--- config.mk ---
export PLATFORM = sky130hd
export DESIGN_NAME = ps2_keycode_fifo
export DESIGN_NICKNAME = d
export VERILOG_FILES = /design/src/rtl/ps2_keycode_fifo.sv
export SDC_FILE = /design/constraint.sdc
export NUM_CORES = 1
export LEC_CHECK = 0
export ABC_AREA = 1
export BUFFER_PORTS_ARGS = -buffer_cell sky130_fd_sc_hd__buf_2
export CORE_MARGIN = 5
export CORE_UTILIZATION = 50
export DETAILED_ROUTE_END_ITERATION = 8
export PLACE_DENSITY = 0.84
export SLEW_MARGIN = 20
export SYNTH_ARGS = -nofsm -noshare
export SYNTH_HDL_FRONTEND = slang
export SYNTH_SLANG_ARGS = --single-unit
export TNS_END_PERCENT = 100
--- constraint.sdc ---
create_clock -name clk_i -period 5.4 [get_ports clk_i]
set_input_delay 1.08 -clock clk_i [delete_from_list [all_inputs] [get_ports clk_i]]
set_output_delay 1.08 -clock clk_i [all_outputs]
set_load 0.005 [all_outputs]
--- src/rtl/ps2_keycode_fifo.sv ---
// PS/2 Set-2 scan-code decoder (prefix, shift, caps tracking) feeding an ASCII FIFO
// behind a two-register memory-mapped interface with a level interrupt.
module ps2_keycode_fifo #(
  parameter int unsigned DEPTH = 8,
  parameter int unsigned CNT_W = $clog2(DEPTH) + 1
) (
  input  logic        clk_i,
  input  logic        rst_i,
  input  logic        code_new_i,
  input  logic [7:0]  code_i,
  input  logic        sel_i,
  input  logic        addr_i,
  input  logic        we_i,
  input  logic        re_i,
  input  logic [31:0] wdata_i,
  output logic [31:0] rdata_o,
  output logic        irq_o
);

  localparam int unsigned PTR_W = $clog2(DEPTH);

  typedef enum logic [1:0] {ST_IDLE, ST_BRK, ST_EXT, ST_EXT_BRK} state_e;

  // Returns {mapped, ascii}; letters are uppercased when upper is set.
  function automatic logic [8:0] xlate(input logic [7:0] code, input logic upper);
    logic [7:0] ch;
    ch = 8'h00;
    case (code)
      8'h1C: ch = 8'h61; 8'h32: ch = 8'h62; 8'h21: ch = 8'h63; 8'h23: ch = 8'h64;
      8'h24: ch = 8'h65; 8'h2B: ch = 8'h66; 8'h34: ch = 8'h67; 8'h33: ch = 8'h68;
      8'h43: ch = 8'h69; 8'h3B: ch = 8'h6A; 8'h42: ch = 8'h6B; 8'h4B: ch = 8'h6C;
      8'h3A: ch = 8'h6D; 8'h31: ch = 8'h6E; 8'h44: ch = 8'h6F; 8'h4D: ch = 8'h70;
      8'h15: ch = 8'h71; 8'h2D: ch = 8'h72; 8'h1B: ch = 8'h73; 8'h2C: ch = 8'h74;
      8'h3C: ch = 8'h75; 8'h2A: ch = 8'h76; 8'h1D: ch = 8'h77; 8'h22: ch = 8'h78;
      8'h35: ch = 8'h79; 8'h1A: ch = 8'h7A;
      8'h45: ch = 8'h30; 8'h16: ch = 8'h31; 8'h1E: ch = 8'h32; 8'h26: ch = 8'h33;
      8'h25: ch = 8'h34; 8'h2E: ch = 8'h35; 8'h36: ch = 8'h36; 8'h3D: ch = 8'h37;
      8'h3E: ch = 8'h38; 8'h46: ch = 8'h39;
      8'h29: ch = 8'h20; 8'h5A: ch = 8'h0D; 8'h66: ch = 8'h08;
      default: ch = 8'h00;
    endcase
    if (upper && ch >= 8'h61 && ch <= 8'h7A) ch = ch - 8'h20;
    return {ch != 8'h00, ch};
  endfunction

  state_e             state_q, state_d;
  logic               shift_l_q, shift_l_d, shift_r_q, shift_r_d, caps_q, caps_d;
  logic               ovf_q, ovf_d, irq_en_q, irq_en_d, irq_q, irq_d;
  logic [PTR_W-1:0]   wr_ptr_q, wr_ptr_d, rd_ptr_q, rd_ptr_d;
  logic [CNT_W-1:0]   count_q, count_d;
  logic [31:0]        rdata_q, rdata_d;
  logic [7:0]         mem_q [DEPTH];

  logic       push_req, push_ok, pop, flush, data_rd, stat_rd, ctrl_wr, full, room;
  logic [7:0] push_data;
  logic [8:0] xl;
  logic       unused_wdata_c;

  assign unused_wdata_c = ^{wdata_i[31:6], wdata_i[4:3], wdata_i[1]};

  always_comb begin
    state_d   = state_q;
    shift_l_d = shift_l_q;
    shift_r_d = shift_r_q;
    caps_d    = caps_q;
    push_req  = 1'b0;
    push_data = 8'h00;
    xl        = xlate(code_i, (shift_l_q | shift_r_q) ^ caps_q);

    // Prefix/make/break decoding, advanced only on a strobe
    if (code_new_i) begin
      case (state_q)
        ST_IDLE: begin
          if (code_i == 8'hF0)      state_d = ST_BRK;
          else if (code_i == 8'hE0) state_d = ST_EXT;
          else if (code_i == 8'h12) shift_l_d = 1'b1;
          else if (code_i == 8'h59) shift_r_d = 1'b1;
          else if (code_i == 8'h58) caps_d = ~caps_q;
          else begin
            push_req  = xl[8];
            push_data = xl[7:0];
          end
        end
        ST_BRK: begin
          if (code_i == 8'h12) shift_l_d = 1'b0;
          if (code_i == 8'h59) shift_r_d = 1'b0;
          state_d = ST_IDLE;
        end
        ST_EXT:  state_d = (code_i == 8'hF0) ? ST_EXT_BRK : ST_IDLE;
        default: state_d = ST_IDLE;
      endcase
    end
  end

  always_comb begin
    data_rd  = sel_i & re_i & ~addr_i;
    stat_rd  = sel_i & re_i & addr_i;
    ctrl_wr  = sel_i & we_i & addr_i;
    full     = (count_q == CNT_W'(DEPTH));
    pop      = data_rd & (count_q != '0);
    flush    = ctrl_wr & wdata_i[0];
    // Pop frees a slot before the push is judged
    room     = ~full | pop;
    push_ok  = push_req & ~flush & room;

    ovf_d = ovf_q;
    if (ctrl_wr && wdata_i[2]) ovf_d = 1'b0;
    if (push_req && !flush && !room) ovf_d = 1'b1;
    irq_en_d = ctrl_wr ? wdata_i[5] : irq_en_q;

    wr_ptr_d = wr_ptr_q;
    rd_ptr_d = rd_ptr_q;
    count_d  = count_q;
    if (flush) begin
      wr_ptr_d = '0;
      rd_ptr_d = '0;
      count_d  = '0;
    end else begin
      if (push_ok) wr_ptr_d = wr_ptr_q + PTR_W'(1);
      if (pop)     rd_ptr_d = rd_ptr_q + PTR_W'(1);
      count_d = count_q + CNT_W'(push_ok) - CNT_W'(pop);
    end

    rdata_d = rdata_q;
    if (data_rd) rdata_d = pop ? {24'h0, mem_q[rd_ptr_q]} : 32'h0;
    if (stat_rd) rdata_d = {16'h0, 8'(count_q), 2'b00, irq_en_q, caps_q,
                            shift_l_q | shift_r_q, ovf_q, full, count_q != '0};
    irq_d = irq_en_d & (count_d != '0);
  end

  always_ff @(posedge clk_i or posedge rst_i) begin
    if (rst_i) begin
      state_q   <= ST_IDLE;
      shift_l_q <= 1'b0;
      shift_r_q <= 1'b0;
      caps_q    <= 1'b0;
      ovf_q     <= 1'b0;
      irq_en_q  <= 1'b0;
      irq_q     <= 1'b0;
      wr_ptr_q  <= '0;
      rd_ptr_q  <= '0;
      count_q   <= '0;
      rdata_q   <= 32'h0;
    end else begin
      state_q   <= state_d;
      shift_l_q <= shift_l_d;
      shift_r_q <= shift_r_d;
      caps_q    <= caps_d;
      ovf_q     <= ovf_d;
      irq_en_q  <= irq_en_d;
      irq_q     <= irq_d;
      wr_ptr_q  <= wr_ptr_d;
      rd_ptr_q  <= rd_ptr_d;
      count_q   <= count_d;
      rdata_q   <= rdata_d;
    end
  end

  // Storage array needs no reset; occupancy is tracked by count
  always_ff @(posedge clk_i) begin
    if (push_ok) mem_q[wr_ptr_q] <= push_data;
  end

  assign rdata_o = rdata_q;
  assign irq_o   = irq_q;

endmodule

-- Word-level counts from Yosys, hierarchy flattened
Memories as Yosys holds them, arrays and structs flattened.
Index checks and enable logic that the tools add are counted.
- add/subtract/negate cells: 5
- $lt $le $gt $ge: 2
- equality and inequality tests: 16
- muxes and demuxes: 44
- bitwise gates (word level): 21
- reduce and logical (&&, ||, !) cells: 20
- operator list (kind ; number):
    8-bit two-way mux ; 10
    32-bit two-way mux ; 2
    1-bit two-way mux ; 21
    8-bit by 7-bit == test with 1-bit output (second input constant) ; 2
    8-bit == test (second input constant) ; 2
    2-bit inequality test (second input constant) ; 7
    7-bit AND reduction ; 2
    3-bit two-way mux ; 4
    1-bit bitwise AND ; 10
    2-bit nonzero test ; 5
    8-bit by 5-bit == test with 1-bit output (second input constant) ; 1
    8-bit by 7-bit >= comparator with 1-bit output (second input constant) ; 1
    8-bit by 7-bit less-or-equal comparator with 1-bit output (second input constant) ; 1
    1-bit NOT ; 8
    4-bit nonzero test ; 2
    8-bit nonzero test ; 1
    8-bit by 6-bit subtractor with 8-bit output (second input constant) ; 1
    3-bit by 1-bit adder with 3-bit output (second input constant) ; 2
    2-bit two-way mux ; 3
    6-bit AND reduction ; 1
    1-bit logical AND ; 5
    4-bit by 1-bit adder with 4-bit output ; 1
    4-bit == test (second input constant) ; 1
    4-bit two-way mux ; 1
    other kinds (11) ; 14
- register bits after elaboration: 50
- bits in writable memories: 64
- memory bits (read-only): 896
- input port bits: 47
- output and inout port bits: 33
- memories: 2
- memory list (memory ; words ; width ; rd ports ; clocked after Yosys merged registers in ; wr ports ; RTL line ; source):
    (no name shown) ; 128 ; 7 ; 1 ; 0 ; 0 ; 28 ; case (code)
    mem_q ; 8 ; 8 ; 1 ; 0 ; 1 ; 52 ; logic [7:0] mem_q [DEPTH];

-- Logic depth before layout (Yosys ltp)
Gate-level depths: netlist of run 1.
An unclocked memory read counts as a cell.
- word-level depth: 21
- gate-level depth with buffers: 28
- depth with buffers taken out: 28

-- Least setup slack after synthesis of run 1
OpenSTA, ideal clock, no wires.
- path kind: input port to flip-flop
- start point: in code_i[0]
- end point: reg irq_q (netlist: irq_o)
- library setup time: 0.072 ns
- data arrival time: 3.803 ns
- setup slack: 1.525 ns
- stages on the path: 24
- path buffers: 0
- path through: inv_1 > ha_1 > nand2_2 > inv_1 > nor2_1 > nand2_1 > nand2_1 > nand2_1 > nand2_1 > nand2_1 > nor2_2 > nand3_2 > nor2_1 > nand3_4 > nand2_1 > nand2_1 > nand2_1 > ha_1 > inv_1 > fa_1 > or2_2 > a21oi_1 > nor4_1 > nor2_1
- cells in the longest elaborated chain, start to end: 21
- elaborated cells on any way between the ends: 28
- RTL lines (element ; RTL line ; source):
    from (decl) ; 10 ; input logic [7:0] code_i,
    memory read 128 x 7 bit ; n/a ;
    8-bit two-way mux ; 28 ;
    8-bit by 7-bit >= comparator with 1-bit output ; 42 ; if (upper && ch >= 8'h61 && ch <= 8'h7A) ch = ch - 8'h20;
    1-bit logical AND (2 in series) ; 42 ;
    8-bit two-way mux ; 42 ;
    8-bit nonzero test ; 43 ; return {ch != 8'h00, ch};
    1-bit two-way mux ; 78 ; else if (code_i == 8'h58) caps_d = ~caps_q;
    1-bit two-way mux ; 77 ; else if (code_i == 8'h59) shift_r_d = 1'b1;
    [5 not listed] ; n/a ;
    1-bit bitwise AND * (2 in series) ; 104 ; push_ok = push_req & ~flush & room;
    4-bit by 1-bit adder with 4-bit output * ; 121 ; count_d = count_q + CNT_W'(push_ok) - CNT_W'(pop);
    4-bit by 1-bit subtractor with 4-bit output * ; 121 ;
    4-bit two-way mux * ; 114 ; if (flush) begin
    net count_d[2] ; 50 ; logic [CNT_W-1:0] count_q, count_d;
    4-bit nonzero test * ; 128 ; irq_d = irq_en_d & (count_d != '0);
    1-bit bitwise AND * ; 128 ;
    net irq_d ; 48 ; logic ovf_q, ovf_d, irq_en_q, irq_en_d, irq_q, irq_d;
    to (signal assigned) ; 151 ; irq_q <= irq_d;
    to (decl) ; 48 ;
The timed path passes the listed nets; every way through them passes the cells marked *.
A chain may end at the register's enable or synchronous reset.

-- Worst setup path after layout of run 1
- start point: in code_i[1]
- end point: reg irq_q (netlist: irq_o)
Same word-level chain as after synthesis.

==> metrics, run 1 <==
Post-synth top flop=edfxtp_1; Hold Path Cell Cnt=2; height of the chip=approximately 110 µm; Async SR Flop Fraction=between 30% and 40%; Syn Area/Cell=about 9 µm²; actual slew at the worst max-slew pin=between 0.9 and 1 ns; area of the core=0.0103 mm²; WL/cell=between 15 and 20 µm; # hold bufs at CTS=0; Max VDD drop=between 0.2 and 0.25 mV; fraction of layout cells with a size suffix above 1=about 15%; worst min path class=reg -> reg; Initial Utilization=50.9%; Post-Syn Area=between 0.005 and 0.006 mm²; crit-path cells=buf_2, inv_2, ha_1, nand2_1, nand3_1, nand2_1, o21ai_2, inv_1, ha_1, inv_1, nand4_2, nand3_4, nand2_1, nand2_1, nand2_1, ha_1, inv_1, fa_1, or2_2, a21oi_1, nor4_1, nor2_1; Max Clk Rate=0.239 GHz; RSZ-0062 raised after global routing=no; Setup crit start=code_i[1]; pwr dens=about 380 mW/mm²; crit path kind=in -> reg; TritonCTS clock tree=yes; Via Count=around 4200; Gate Count Post-Synth=roughly 580; outcome=complete, no violations; Final Power=around 2.1 mW; Slew Limit Fails=0; drt first pass iters=6; Vias/cell=5.61; WL final=approximately 12 mm; CP Data Arrival Time=between 4 and 5 ns; largest net degree at the start of global routing=35; sequential area share after synthesis=51.1%; Area growth syn-to-layout=6.62%; count of input and output buffers=30; antenna fix cells=0; global-route wire length before repair=19.7 mm; Post-CTS Setup Bufs=0; Crit path largest cell delay=0.37 ns; clock-pin slew on the worst setup and hold paths=~0.10 ns; initial antenna violation count=0; clock root cell=clkbuf_8; total CTS buffers=9; design area=about 0.0056 mm²; Post-synth EDFFs=between 60 and 70; Initial DRC Count=260; number of remaining DRC errors=0; setup violators final=0; Hold Violations, Final=0; total gr overflow=0; die area=0.0126 mm²; vias in the first global route=4000; Yosys warning total=0; synthesized flop and latch total=94; max cap viols=0; CTS sink cnt=94; startpoint types=primary input; Cell variety after synth=43; Post-DP HPWL=~8.6 mm; CTS H-tree depth=3; # rows=37; max_slew headroom=about 36%; Worst R2R Path Depth=18; Clock Skew=0.0170 ns; # resized after CTS=0; setup_tns=0 ns; required time of the critical path=around 5.7 ns; post-synth top area share=between 30% and 40%; Final min period=between 4 and 5 ns; layout net count=664; placed inst area=0.00539 mm²; final worst-path cycle share=a little under 80%; CP most frequent cell=nand2_1; Top-Level Pins=80; Die Span X=approximately 110 µm; hold_sp=rdata_o[9]; Synth area leaders=edfxtp_1, dfrtp_1, nand2_1; Fillers=904; r2r startpoint=state_q[1]; Final ANT Viol Nets=0; crit path max fanout=7; Crit-path slowest cell=fa_1; all-layer global routing usage=roughly a fifth; dominant cell type by area after synthesis=edfxtp_1; clk_lat worst skew=~0.37 ns; CTS max path bufs=2; CP endpoint kind=flip-flop; GP Congestion=~0.86; LEAKAGE=around 2.4 nW
[layout make-up]
type | instances | area (µm²) | share of cell area [%]
clock buffers | 9 | 124 | 2.22
clock inverters | 7 | 65.1 | 1.17
inverters | 50 | 190 | 3.41
multi-input cells | 415 | 2200 | 39.4
flip-flops and latches | 94 | 2670 | 47.9
well taps | 136 | 170 | 3.05
repair buffers | 31 | 158 | 2.83
[report_power, final]
| part | switching (mW) | internal (mW) | total, mW |
|---|---|---|---|
| clock | 0.266 | 0.178 | 0.444 |
| sequential | 0.0826 | 0.878 | 0.961 |
| combinational | 0.476 | 0.242 | 0.719 |
| total | 0.825 | 1.30 | 2.12 |
[worst paths after layout]
check                              end  slack (ns)
min in group asynchronous   count_q[2]        0.79
setup / recovery                 irq_o        1.21
hold / removal              rdata_o[9]        0.49
setup reg to reg                 irq_o        2.20
max in group asynchronous  wr_ptr_q[0]        4.18
hold reg to reg             rdata_o[9]        0.49
[cell families after synthesis]
group                    share of synthesized area [%]
AND/OR/NAND/NOR                                   24.8
AO/OA/AOI/OAI                                     11.3
flip-flops                                        51.1
buffers and inverters                             8.25
adder cells (fa/ha/maj)                           3.97
XOR/XNOR                                         0.502
other                                           0.0717
[worst max-delay path, delay by kind of cell]
| family | cells | cell delay, ns |
|---|---|---|
| simple gates | 11 | 1.50 |
| fa+ha+maj | 4 | 1.01 |
| buf+inv | 5 | 0.48 |
| compound gates | 2 | 0.43 |
[cell usage after synthesis, types with 4 or more instances]
| cell | count |
|---|---|
| nand2_1 | 122 |
| nor2_1 | 70 |
| edfxtp_1 | 64 |
| o21ai_0 | 48 |
| inv_1 | 41 |
| nand3_1 | 35 |
| dfrtp_1 | 30 |
| buf_4 | 20 |
| ha_1 | 15 |
| a21oi_1 | 14 |
| clkbuf_1 | 11 |
| nand2_2 | 10 |
| o211ai_1 | 8 |
| o221ai_1 | 8 |
| inv_2 | 7 |
| nand4_1 | 7 |
| o22ai_1 | 7 |
| nor2_4 | 6 |
| nor2_2 | 5 |
| buf_6 | 4 |
| nor3_2 | 4 |
| o21ai_1 | 4 |
[metal layers]
layer | vias up | share of wire, % | global-route usage, %
met5 | - | 0 | 0
met4 | 0 | 3.6 | 9.05
met3 | 30 | 7.4 | 2.86
met2 | 196 | 50 | 34.0
met1 | 1955 | 39 | 23.8
li1 | 1984 | - | -
[cell usage in the layout (no fill, tap or decap), types with 8 or more instances in the layout]
cell type  instances
a21oi_1           14
buf_2             30
clkbuf_8           9
conb_1            20
dfrtp_1           30
edfxtp_1          64
ha_1              15
inv_1             40
inv_2              8
nand2_1          122
nand2_2           10
nand3_1           35
nor2_1            70
o211ai_1           8
o21ai_0           48
o221ai_1           8
[through the flow]
step | hold WS [ns] | setup slack (ns) | instances | util (%)
after floorplan | 0.454 | 1.53 | 595 | -
after global placement | 0.465 | 0.950 | 726 | 52.5
after detailed placement | 0.469 | 0.898 | 726 | 52.5
after CTS | 0.494 | 1.25 | 742 | 54.3
after global routing | 0.505 | 0.875 | 742 | 54.3
final | 0.488 | 1.21 | 742 | 54.3
[sequential cells by signal (all words and copies together) (netlist names), 2 cells and up]
signal	count
rd_ptr_q	3
mem_q	64
state_q	2
rdata_o	12
wr_ptr_q	3
count_q	4
Power figures use the tool's default switching activity.
==> run 2: changes to the inputs <==
PLACE_DENSITY = 0.86   (was 0.84)
clock period = 3.72 ns   (was 5.4 ns; I/O delays follow)
==> metrics, run 2 (same netlist as run 1, synthesis figures left out) <==
global-route wire length before repair=21.0 mm; Power Internal=about 2.0 mW; # hold bufs at CTS=0; vias in the first global route=4436; combinational share of power=38.5%; max reg flops=64; total gr overflow=0; outcome=complete, no violations; WL final=13.0 mm; count of input and output buffers=30; crit path max fanout=4; placed insts=777; reg-to-reg slack, setup=between 0.6 and 0.7 ns; crit path kind=in -> reg; Crit-path slowest cell=nor4_2; worst hold slack=~0.46 ns; clock root cell=clkbuf_8; leading cell types in the layout, fill and taps excluded=nand2_1, nor2_1, edfxtp_1; CTS sink cnt=between 90 and 100; Via Count=between 4000 and 5000; Fillers=855; NetSw=roughly 1.2 mW; area occupied by multi-input gates=0.00240 mm²; Die Span X=roughly 110 µm; Reg power frac=between 40% and 50%; max_slew headroom=a little under three fifths; all-layer global routing usage=between 20% and 30%; commonest non-fill, non-tap cell in the layout=nand2_1; fraction of layout cells with a size suffix above 1=around 28%; number of remaining DRC errors=0; Vias/cell=5.55; Max VDD drop=approximately 0.28 mV; worst min path class=in -> async; drt first pass iters=5; required time of the critical path=approximately 4.0 ns; CP Data Arrival Time=3.78 ns; setup violators final=0; TritonCTS clock tree=yes; CP endpoint kind=flip-flop; LEAKAGE=around 2.7 nW; Final min period=between 3 and 4 ns; total CTS buffers=9; area of the core=~0.010 mm²; clock-pin slew on the worst setup and hold paths=about 0.090 ns; # rows=37; fin util=roughly three fifths; largest net degree at the start of global routing=34; Top reg by flops=mem_q; Initial Utilization=roughly half; Final Power=about 3.2 mW; flip-flop and latch area=~0.0027 mm²; die area=~0.013 mm²; Post-Layout Cell Count=roughly 800; Crit path largest cell delay=about 0.27 ns; placed inst area=0.00579 mm²; WL/cell=around 16 µm; height of the chip=112 µm; Post-DP HPWL=slightly above 9 mm; final worst-path cycle share=~95%; GP Congestion=~0.94; Max Clk Rate=roughly 0.28 GHz; Final ANT Viol Nets=0; max cap viols=0; Slew Limit Fails=0; initial antenna violation count=0; CTS H-tree depth=3; Top-Level Pins=80; Initial DRC Count=between 300 and 400; pwr dens=511 mW/mm²; startpoint types=primary input; Clk pwr share=roughly 19%; clk_lat worst skew=about 0.36 ns; layout net count=724; Hold Violations, Final=0; antenna fix cells=0; design area=roughly 0.0063 mm²; actual slew at the worst max-slew pin=0.652 ns; CP most frequent cell=nand2_1; CTS max path bufs=2; Area growth syn-to-layout=19.5%; Net Sw Frac=38.3%; Clock Skew=approximately 0.014 ns
-- run 2: per-stage QoR --
stage	setup slack (ns)	TNS [ns]
final	0.182	0
after global routing	-0.0417	-0.0417
after CTS	0.0420	0
after detailed placement	-0.384	-0.633
after global placement	-0.154	-0.154
after floorplan	0.181	0
-- run 2: path summary, 6_finish.rpt --
path,end,startpoint,cells past startpoint
min in group clk_i,rdata_o[9],rdata_o[9],2
worst min register to register,rdata_o[9],rdata_o[9],2
worst min-delay path,caps_q,rst_i,2
worst max register to register,irq_o,shift_r_q,19
worst max-delay path,irq_o,code_i[1],26
max in group asynchronous,rdata_o[6],rst_i,2
-- run 2: power groups by stage --
stage | clock (mW) | combinational, mW | sequential, mW
detailed placement | 0 | 1.13 | 1.39
global placement | 0 | 1.07 | 1.38
CTS | 0.597 | 1.15 | 1.37
floorplan | 0 | 0.771 | 1.38
global route | 0.646 | 1.37 | 1.39
finish | 0.593 | 1.23 | 1.37
-- run 2: layer usage --
metal / routed length [µm] / track usage (%) / up-vias
met5: 0 / 0 / -
met4: 346 / 8.33 / 0
met3: 730 / 3.56 / 29
met2: 6880 / 37.4 / 173
met1: 5080 / 23.8 / 2149
li1: - / - / 2102
-- run 2: critical path, delay by kind of cell --
family / cells / cell delay, ns
adder cells (fa/ha/maj): 2 / 0.42
buffers and inverters: 5 / 0.57
AND/OR/NAND/NOR: 16 / 1.56
AO/OA/AOI/OAI: 3 / 0.46
-- run 2: layout make-up --
class / instances / share of cell area (%)
clock inverters: 6 / 0.580
repair buffers: 91 / 10.4
clock buffers: 10 / 2.04
well taps: 136 / 2.72
flip-flops and latches: 94 / 42.7
inverters: 50 / 3.16
multi-input cells: 415 / 38.4
-- run 2: repair_timing --
action,4_1_cts,5_1_grt
setup endpoints to repair,1,2
buffers inserted,0,9
gates resized for setup,1,64
pin swaps,0,28
